===== src/rtl/arb4_rr_ctrl.sv =====
// Four-requester round-robin arbiter for a shared write resource, with a
// per-owner hold limit that forces a release and flags it with a timeout pulse.
module arb4_rr_ctrl #(
  parameter int MAX_HOLD = 8
) (
  input  logic       clk,
  input  logic       reset_n,
  input  logic [3:0] req,
  input  logic       done,
  output logic [3:0] gnt,
  output logic [1:0] gnt_sel,
  output logic       gnt_en,
  output logic       timeout
);

  localparam int CNT_W = (MAX_HOLD > 2) ? $clog2(MAX_HOLD) : 1;
  localparam logic [CNT_W-1:0] CNT_MAX = CNT_W'(MAX_HOLD - 1);

  typedef enum logic {
    IDLE  = 1'b0,
    GRANT = 1'b1
  } state_t;

  state_t           state_q, state_d;
  logic [1:0]       ptr_q, ptr_d;
  logic [CNT_W-1:0] cnt_q, cnt_d;
  logic [1:0]       sel_q, sel_d;
  logic             en_q, en_d;
  logic [3:0]       gnt_q, gnt_d;
  logic             to_q, to_d;
  logic             at_max;
  logic             release_now;

  // First requester found scanning p, p+1, p+2, p+3 (mod 4).
  function automatic logic [1:0] rr_pick(input logic [3:0] r, input logic [1:0] p);
    logic [1:0] idx;
    logic [1:0] pick;
    pick = p;
    for (int i = 3; i >= 0; i--) begin
      idx = p + 2'(i);
      if (r[idx]) pick = idx;
    end
    return pick;
  endfunction

  assign at_max      = (cnt_q == CNT_MAX);
  assign release_now = done | ~req[sel_q] | at_max;

  always_comb begin
    state_d = state_q;
    ptr_d   = ptr_q;
    cnt_d   = cnt_q;
    sel_d   = sel_q;
    en_d    = en_q;
    to_d    = 1'b0;
    case (state_q)
      IDLE: begin
        if (|req) begin
          state_d = GRANT;
          sel_d   = rr_pick(req, ptr_q);
          en_d    = 1'b1;
          cnt_d   = '0;
        end
      end
      GRANT: begin
        if (release_now) begin
          ptr_d = sel_q + 2'd1;
          // A forced release only counts when nothing else explains it.
          to_d  = at_max & ~done & req[sel_q];
          cnt_d = '0;
          if (|req) begin
            sel_d = rr_pick(req, ptr_d);
            en_d  = 1'b1;
          end else begin
            state_d = IDLE;
            sel_d   = 2'd0;
            en_d    = 1'b0;
          end
        end else begin
          cnt_d = cnt_q + CNT_W'(1);
        end
      end
      default: begin
        state_d = IDLE;
        en_d    = 1'b0;
        sel_d   = 2'd0;
        cnt_d   = '0;
      end
    endcase
    gnt_d = en_d ? (4'b0001 << sel_d) : 4'b0000;
  end

  always_ff @(posedge clk or negedge reset_n) begin
    if (!reset_n) begin
      state_q <= IDLE;
      ptr_q   <= 2'd0;
      cnt_q   <= '0;
      sel_q   <= 2'd0;
      en_q    <= 1'b0;
      gnt_q   <= 4'b0000;
      to_q    <= 1'b0;
    end else begin
      state_q <= state_d;
      ptr_q   <= ptr_d;
      cnt_q   <= cnt_d;
      sel_q   <= sel_d;
      en_q    <= en_d;
      gnt_q   <= gnt_d;
      to_q    <= to_d;
    end
  end

  assign gnt     = gnt_q;
  assign gnt_sel = sel_q;
  assign gnt_en  = en_q;
  assign timeout = to_q;

endmodule


===== config.mk =====
export PLATFORM = sky130hd
export DESIGN_NAME = arb4_rr_ctrl
export DESIGN_NICKNAME = d
export VERILOG_FILES = /design/src/rtl/arb4_rr_ctrl.sv
export SDC_FILE = /design/constraint.sdc
export NUM_CORES = 1
export LEC_CHECK = 0
export BUFFER_PORTS_ARGS = -buffer_cell sky130_fd_sc_hd__buf_2
export CAP_MARGIN = 15
export CELL_PAD_IN_SITES_DETAIL_PLACEMENT = 1
export CELL_PAD_IN_SITES_GLOBAL_PLACEMENT = 1
export CORE_ASPECT_RATIO = 0.7
export CORE_MARGIN = 5
export CORE_UTILIZATION = 48
export CTS_BUF_LIST = sky130_fd_sc_hd__clkbuf_8
export CTS_CLUSTER_DIAMETER = 120
export CTS_CLUSTER_SIZE = 30
export DETAILED_ROUTE_END_ITERATION = 12
export MAX_ROUTING_LAYER = met4
export PLACE_DENSITY_LB_ADDON = 0.1
export REMOVE_ABC_BUFFERS = 1
export SYNTH_ARGS = -nofsm -noshare
export SYNTH_HDL_FRONTEND = slang
export SYNTH_SLANG_ARGS = --single-unit

===== constraint.sdc =====
create_clock -name clk -period 4.8 [get_ports clk]
set_clock_uncertainty 0.2 [all_clocks]
set_input_delay 0.24 -clock clk [delete_from_list [all_inputs] [get_ports clk]]
set_output_delay 0.24 -clock clk [all_outputs]
set_load 0.02 [all_outputs]

---- Yosys cells after proc, flatten, opt, wreduce, memory -nomap -nowiden ----
Cells that the tools add are included.
storage, ports and cells
  register bits after elaboration ......... 14
  input bits .............................. 7
  output and inout bits ................... 8
  logic and storage cells ................. 78
operators by class
  add/sub/neg operators ................... 8
  magnitude comparators ................... 9
  equal/unequal tests ..................... 2
  shifts and indexed selects .............. 1
  multiplexer cells ....................... 42
  bitwise operators ....................... 7
  reductions and logical operators ........ 2
operators with widths
  cell                   count
  $lt A2 B3 Y1 const B   9
  $mux W2                11
  $bmux W1 S2            9
  $mux W1                15
  $add A2 B2 Y2 const B  4
  $add A2 B1 Y2 const B  3
  $mux W3                2
  $pmux W3 S2            1
  $mux W4                1
  $pmux W1 S2            2
  $pmux W2 S2            1
  $reduce_or A4 Y1       1
  $shl A1 B2 Y4 const A  1
  $add A3 B1 Y3 const B  1
  $eq A3 B3 Y1 const B   1
  $not A1 Y1             3
  $and A1 B1 Y1          2
  $ne A2 B2 Y1 const B   1
  $or A1 B1 Y1           2
  $reduce_and A2 Y1      1

---- Logic depth before layout (Yosys ltp) ----
Gate-level depths: netlist of the first run.
  depth in word-level cells ............... 13
  gate-level depth with buffers ........... 7
  gate-level depth less buffers ........... 7

---- Least setup slack after synthesis of the first run ----
Ideal clock, no wire load.
  kind .................................... register -> register
  start point ............................. reg cnt_q[0]
  end point ............................... reg gnt_q[2] (netlist: gnt[2])
  library setup time ...................... 0.080 ns
  arrival time ............................ 1.910 ns
  required time ........................... 4.520 ns
  setup slack ............................. 2.610 ns
  cell stages (with the launch flop) ...... 8
  buffers on the path ..................... 0
  clock period less this slack ............ 2.190 ns
  path through ............................ dfrtp_1 ha_1 ha_1 or4b_4 o22ai_2 o21ai_2 a32o_2 nor3_2
on the way
  longest elaborated chain between the ends .. 6
  elaborated cells between the ends (all ways) .. 8
  classes of those cells .................. eq/ne (1); shift (1); mux (5); bitwise (1)
RTL lines
  what                      line  text
  start: declaration        26    logic [CNT_W-1:0] cnt_q, cnt_d;
  start signal: assignment  105   cnt_q <= cnt_d;
  $eq A3 B3 Y1 (*)          46    assign at_max = (cnt_q == CNT_MAX);
  $or A1 B1 Y1 (*)          47    assign release_now = done | ~req[sel_q] | at_max;
  $mux W2                   66    if (release_now) begin
  $pmux W2 S2               56    case (state_q)
  $shl A1 B2 Y4             90    gnt_d = en_d ? (4'b0001 << sel_d) : 4'b0000;
  $mux W4 (*)               90
  named net gnt_d[2]        29    logic [3:0] gnt_q, gnt_d;
  end signal: assignment    108   gnt_q <= gnt_d;
  end: declaration          29
The timed path passes the listed nets; every way through them passes the cells marked *.
A chain may end at the register's enable or synchronous reset.

---- Final worst setup path of the first run ----
Same ends and word-level chain as after synthesis.

==> flow_summary.yaml, run 1 <==
route:
  drt_iter0_markers: 35
  wl_per_cell_um: 19.1
  postRouteWirelength_um: 2540
  via_per_inst: 6.47
  drc_errors: 0
  antenna_left: 0
  via_count: 861
  firstDrtPassIters: 4
placed_design:
  place_inst: 128
  port-buffer-count: 14
  dp_hpwl_um: 1940
  gp_congestion: 0.829
worst_setup_path:
  reg2reg_to: "gnt[2]"
  timing.rr.start: "cnt_q[0]"
  end_kind: "register"
  rr_worst_depth: 7
  reg2reg_slack_ns: 2.37
  crit_type: "register to register"
  required_ns: 4.77
  startpoint_type: "register"
  cp_max_fo: 6
  arrival_ns: 2.39
final_layout:
  drive_gt1_frac: 0.297
  final_cells: 133
  fillerInstances: 226
  n_antenna_cell: 0
  area_growth_pct: 11.3
  fin_nets: 121
synthesis:
  yosys_warnings: 0
  synth_cells: 98
  yosysUniqueCellTypes: 44
  async_reset_ff_frac: 1.00
  synth_top_cell_by_area: "dfrtp_1"
  synth_area_sq_um: 990
  synth_top_cell_area_share: 0.354
  synth_edf_count: 0
  yosys-top-cells-area: "dfrtp_1, mux2i_4, buf_6"
  synth_area_per_cell_sq_um: 10.1
  ys_seq_area_frac: 0.354
  synth_ff_type: "dfrtp_1"
  ys_seq_elements: 14
worst_hold_path:
  worstHoldEndpoint: "timeout"
  hold_path.class: "input pin to register"
  hold_depth: 2
  hp-start: "done"
floorplan:
  rows: 13
  io_pins: 15
  fp.dieArea_sq_um: 3080
  die_y_um: 48.0
  core_sq_um: 1900
  fp.dieW_um: 64.3
  initial_core_util: 0.520
sta:
  worst_slew_pin_slew_ns: 0.542
  hold_viol: 0
  grt_setup_unrepaired: "no"
  setup_viol: 0
  tns_ns: 0
  period_share: 0.506
  fin_crit_ns: 2.43
  slew_violations: 0
  relSlewSlack: 0.639
  timing.fmax_mhz: 412
grt:
  grt-ovfl-total: 0
  antenna_found_initial: 0
  grt_pass1_vias: 880
  grt.total_usage: 0.196
  grt_max_degree: 15
  grt_pass1_wl_um: 4310
flow_run:
  cap_violations: 0
clock_network:
  clockBufferDepth: 2
  root_buffer: "clkbuf_8"
  cts_tree: "built"
  insertion_delay_ns: 0.24
  cts_setup_buffers: 0
  cts_buffers: 3
  cts_hold_buf: 1
  cts.sinks: 14
  cts.htree.levels: 1
  cts-resized-gates: 0
  path_clk_slew_ns: 0.06
pwr:
  power_density_nw_per_um2: 562
  p_leak_nw: 0.485
  vdd_drop_max_mv: 0.385
run_status:
  outcome: "completed"
[cell type report]
type | instances | area (sq um) | share of cell area
clock buffer | 4 | 55.1 | 0.0500
inverter | 4 | 15.0 | 0.0136
multi-input combinational | 74 | 573 | 0.520
sequential | 14 | 350 | 0.318
tap | 22 | 27.5 | 0.0250
timing repair buffer | 15 | 80.1 | 0.0727
[state kept, by name (all words and copies together) (netlist names)]
name / cells
ptr_q: 2
state_q: 1
timeout: 1
gnt: 4
cnt_q: 3
gnt_sel: 2
gnt_en: 1
[per-layer routing]
layer | GRT usage | routed length (um) | up-vias | share of wire
li1 | - | - | 403 | -
met1 | 0.240 | 1140 | 430 | 0.45
met2 | 0.317 | 1240 | 26 | 0.49
met3 | 0.0587 | 159 | 2 | 0.063
met4 | 0.0569 | 10 | 0 | 0.0039
met5 | - | 0 | - | 0
[worst max-delay path by stage]
| stage | start | end | slack [ns] | cells past startpoint |
|---|---|---|---|---|
| after floorplan | cnt_q[0] | gnt[2] | 2.59 | 7 |
| after global placement | cnt_q[0] | gnt[2] | 2.45 | 7 |
| after detailed placement | cnt_q[0] | gnt[2] | 2.39 | 7 |
| after CTS | cnt_q[0] | gnt[2] | 2.36 | 7 |
| after global routing | cnt_q[0] | gnt[2] | 2.26 | 7 |
| final | cnt_q[0] | gnt[2] | 2.37 | 7 |
[power breakdown]
group          switching [W]  leakage (nW)  internal, W
clock network      0.0000404        0.0288    0.0000726
logic               0.000159         0.284     0.000130
registers          0.0000622         0.172     0.000155
[cell usage after synthesis, drive strengths merged (2+ instances only)]
master    n
a21oi     5
a22o      3
a31oi     2
buf       6
dfrtp    14
ha        2
inv       4
mux2      2
mux2i     2
nand2     8
nand2b    5
nor2      5
nor2b     3
nor3      4
o2111ai   3
o21ai     6
o221ai    2
o22ai     3
or3       2
[logic make-up (layout without fill, tap and decap cells)]
group                    after synthesis  after routing  share of synthesized area
adder cells (fa/ha/maj)                2              2                     0.0253
buffers and inverters                 10             23                     0.0670
multiplexers                           4              4                     0.0683
AO/OA/AOI/OAI                         32             32                      0.257
AND/OR/NAND/NOR                       35             35                      0.220
flip-flops                            14             14                      0.354
XOR/XNOR                               1              1                    0.00885
[layout by cell type (no fill, tap or decap), types with 2 or more instances in the layout]
cell type / n
dfrtp_1: 14
a21oi_1: 4
mux2_2: 2
clkbuf_8: 4
a22o_2: 2
o22ai_1: 2
nor3_1: 3
a31oi_1: 2
or3_1: 2
nand2_1: 8
ha_1: 2
o2111ai_1: 3
o21ai_0: 5
nor2b_1: 3
buf_2: 14
inv_1: 4
mux2i_4: 2
nand2b_1: 5
nor2_1: 5
[critical path, stage by stage (launching register included)]
cell	delay (ns)
dfrtp_1	0.38
ha_1	0.20
ha_1	0.24
or4b_4	0.52
o22ai_2	0.23
o21ai_2	0.14
a32o_2	0.33
nor3_2	0.10
[stage by stage]
step | setup WS, ns | hold WS [ns] | instance area (sq um) | util | total power (W)
finish | 2.37 | 0.0116 | 1100 | 0.579 | 0.000619
global route | 2.26 | 0.0197 | 1100 | 0.579 | 0.000663
CTS | 2.36 | 0.00957 | 1100 | 0.579 | 0.000624
detailed placement | 2.39 | -0.0429 | 1040 | 0.544 | 0.000502
global placement | 2.45 | -0.0537 | 1040 | 0.544 | 0.000489
floorplan | 2.59 | -0.256 | 938 | - | 0.000414
No activity file was read; power rests on OpenSTA's default activity.
==> run 2, diff against run 1 <==
--- a/config.mk
+++ b/config.mk
@@ -11,7 +11,7 @@
 export CELL_PAD_IN_SITES_GLOBAL_PLACEMENT = 1
 export CORE_ASPECT_RATIO = 0.7
 export CORE_MARGIN = 5
-export CORE_UTILIZATION = 48
+export CORE_UTILIZATION = 40
 export CTS_BUF_LIST = sky130_fd_sc_hd__clkbuf_8
 export CTS_CLUSTER_DIAMETER = 120
 export CTS_CLUSTER_SIZE = 30
==> constraint.sdc (replaced) <==
create_clock -name clk -period 2 [get_ports clk]
set_clock_uncertainty 0.2 [all_clocks]
set_input_delay 0.1 -clock clk [delete_from_list [all_inputs] [get_ports clk]]
set_output_delay 0.1 -clock clk [all_outputs]
set_load 0.02 [all_outputs]
==> flow_summary.yaml, run 2 (synthesis gave the netlist of run 1 again) <==
final_layout:
  final_cells: 164
  regArea_sq_um: 350
  layout_common_cells: "buf_4, dfrtp_1, buf_2"
  fin_nets: 140
  layout_commonest_cell: "buf_4"
  drive_gt1_frac: 0.431
  multi_input_area_sq_um: 633
  n_antenna_cell: 0
  area_growth_pct: 34.3
  largest_register_ffs: 4
  fillerInstances: 266
worst_setup_path:
  critPathLaunch: "cnt_q[1]"
  critPathSlowestCell: "or4b_4"
  cp_cell_sequence: "ha_2 -> ha_4 -> or4b_4 -> o221ai_2 -> nand2_1 -> nand4_1 -> a21oi_1"
  required_ns: 1.93
  endpoint: "gnt[1]"
  critPathMaxStageDelay_ns: 0.52
  rr_worst_depth: 7
  arrival_ns: 2.17
  startpoint_type: "register"
  end_kind: "register"
  reg2reg_slack_ns: -0.24
  reg2reg_to: "gnt[1]"
  crit_type: "register to register"
  timing.rr.start: "cnt_q[1]"
  cp_max_fo: 6
grt:
  grt.total_usage: 0.186
  grt_max_degree: 15
  antenna_found_initial: 0
  grt_pass1_vias: 1002
  grt_pass1_wl_um: 4970
  grt-ovfl-total: 0
sta:
  tns_ns: -1.48
  worst_slew_pin_slew_ns: 0.507
  period_share: 1.12
  timing.fmax_mhz: 447
  hold_viol: 0
  setup_viol: 12
  relSlewSlack: 0.662
  hold_ws_ns: 0.0773
  grt_setup_unrepaired: "yes"
  slew_violations: 0
  layout_setup_ws_ns: -0.238
  fin_crit_ns: 2.24
placed_design:
  preCtsSetupSlack_ns: -0.246
  gp_congestion: 0.850
  place_inst: 153
  port-buffer-count: 14
  dp_hpwl_um: 2040
floorplan:
  die_y_um: 51.6
  rows: 15
  io_pins: 15
  fp.dieW_um: 69.5
  initial_core_util: 0.409
  fp.dieArea_sq_um: 3580
  core_sq_um: 2420
route:
  wl_met2_um: 1400
  dr.max_layer_used: "met4"
  via_per_inst: 5.60
  drc_errors: 0
  wl_per_cell_um: 18.4
  routed-wl-met3_um: 141
  antenna_left: 0
  via_count: 919
  drt_iter0_markers: 32
  drt-met1-wl_um: 1390
  firstDrtPassIters: 4
  postRouteWirelength_um: 3010
run_status:
  outcome: "complete, but fails checks"
  violations: "negative setup slack"
clock_network:
  path_clk_slew_ns: 0.07
  cts.htree.levels: 1
  cts.sinks: 14
  root_buffer: "clkbuf_8"
  cts_buffers: 3
  insertion_delay_ns: 0.26
  clockBufferDepth: 2
  cts_tree: "built"
pwr:
  power_density_nw_per_um2: 1320
  p_leak_nw: 0.583
  vdd_drop_max_mv: 0.643
flow_run:
  cap_violations: 0
worst_hold_path:
  hold_path.class: "input pin to async pin"
-- run 2: cell types whose count changed in the layout (fill, tap and decap cells not counted), moves of 2 or more --
cell,before,now
buf_4,0,16
buf_6,0,2
ha_1,2,0
o21ai_0,5,3
o21ai_1,0,2
-- run 2: worst min path at each step --
stage | start | endpoint
after floorplan | reset_n | cnt_q[0]
after global placement | reset_n | gnt_sel[1]
after detailed placement | reset_n | timeout
after CTS | reset_n | timeout
after global routing | reset_n | gnt_sel[1]
final | reset_n | gnt_sel[1]
-- run 2: what timing repair did --
item / 4_1_cts / 5_1_grt
buffers inserted: 3 / 2
hold buffers: 2 / 0
resized for setup: 8 / 6
pin swaps: 6 / 4
setup endpoints to repair: 12 / 11
hold endpoints to repair: 15 / 0
-- run 2: layout make-up --
type,count,area share
Timing Repair Buffer,34,0.175
Sequential cell,14,0.264
Inverter,4,0.0113
Tap cell,34,0.0320
Multi-Input combinational cell,74,0.476
Clock buffer,4,0.0414
-- run 2: report_power, final --
group,leakage [nW],internal [W],switching (W)
Combinational,0.382,0.000478,0.000500
Clock,0.0288,0.000175,0.000118
Sequential,0.172,0.000373,0.000105
Total,0.583,0.00103,0.000723
-- run 2: stage by stage --
stage	area, sq um	utilization	total power (W)
after floorplan	938	-	0.000993
after global placement	1150	0.474	0.00127
after detailed placement	1150	0.474	0.00130
after CTS	1280	0.530	0.00167
after global routing	1330	0.549	0.00187
final	1330	0.549	0.00175
-- run 2: worst max-delay path, delay by kind of cell (launching register included) --
family / cells / cell delay (ns)
and+or+nand+nor: 3 / 0.84
adders and majority gates: 2 / 0.37
DFF: 1 / 0.40
AOI/OAI and AO/OA: 2 / 0.29
-- run 2: layer usage --
layer / up-vias / track usage
met5: - / -
met4: 0 / 0.0649
met3: 11 / 0.0560
met2: 19 / 0.305
met1: 452 / 0.220
li1: 437 / -
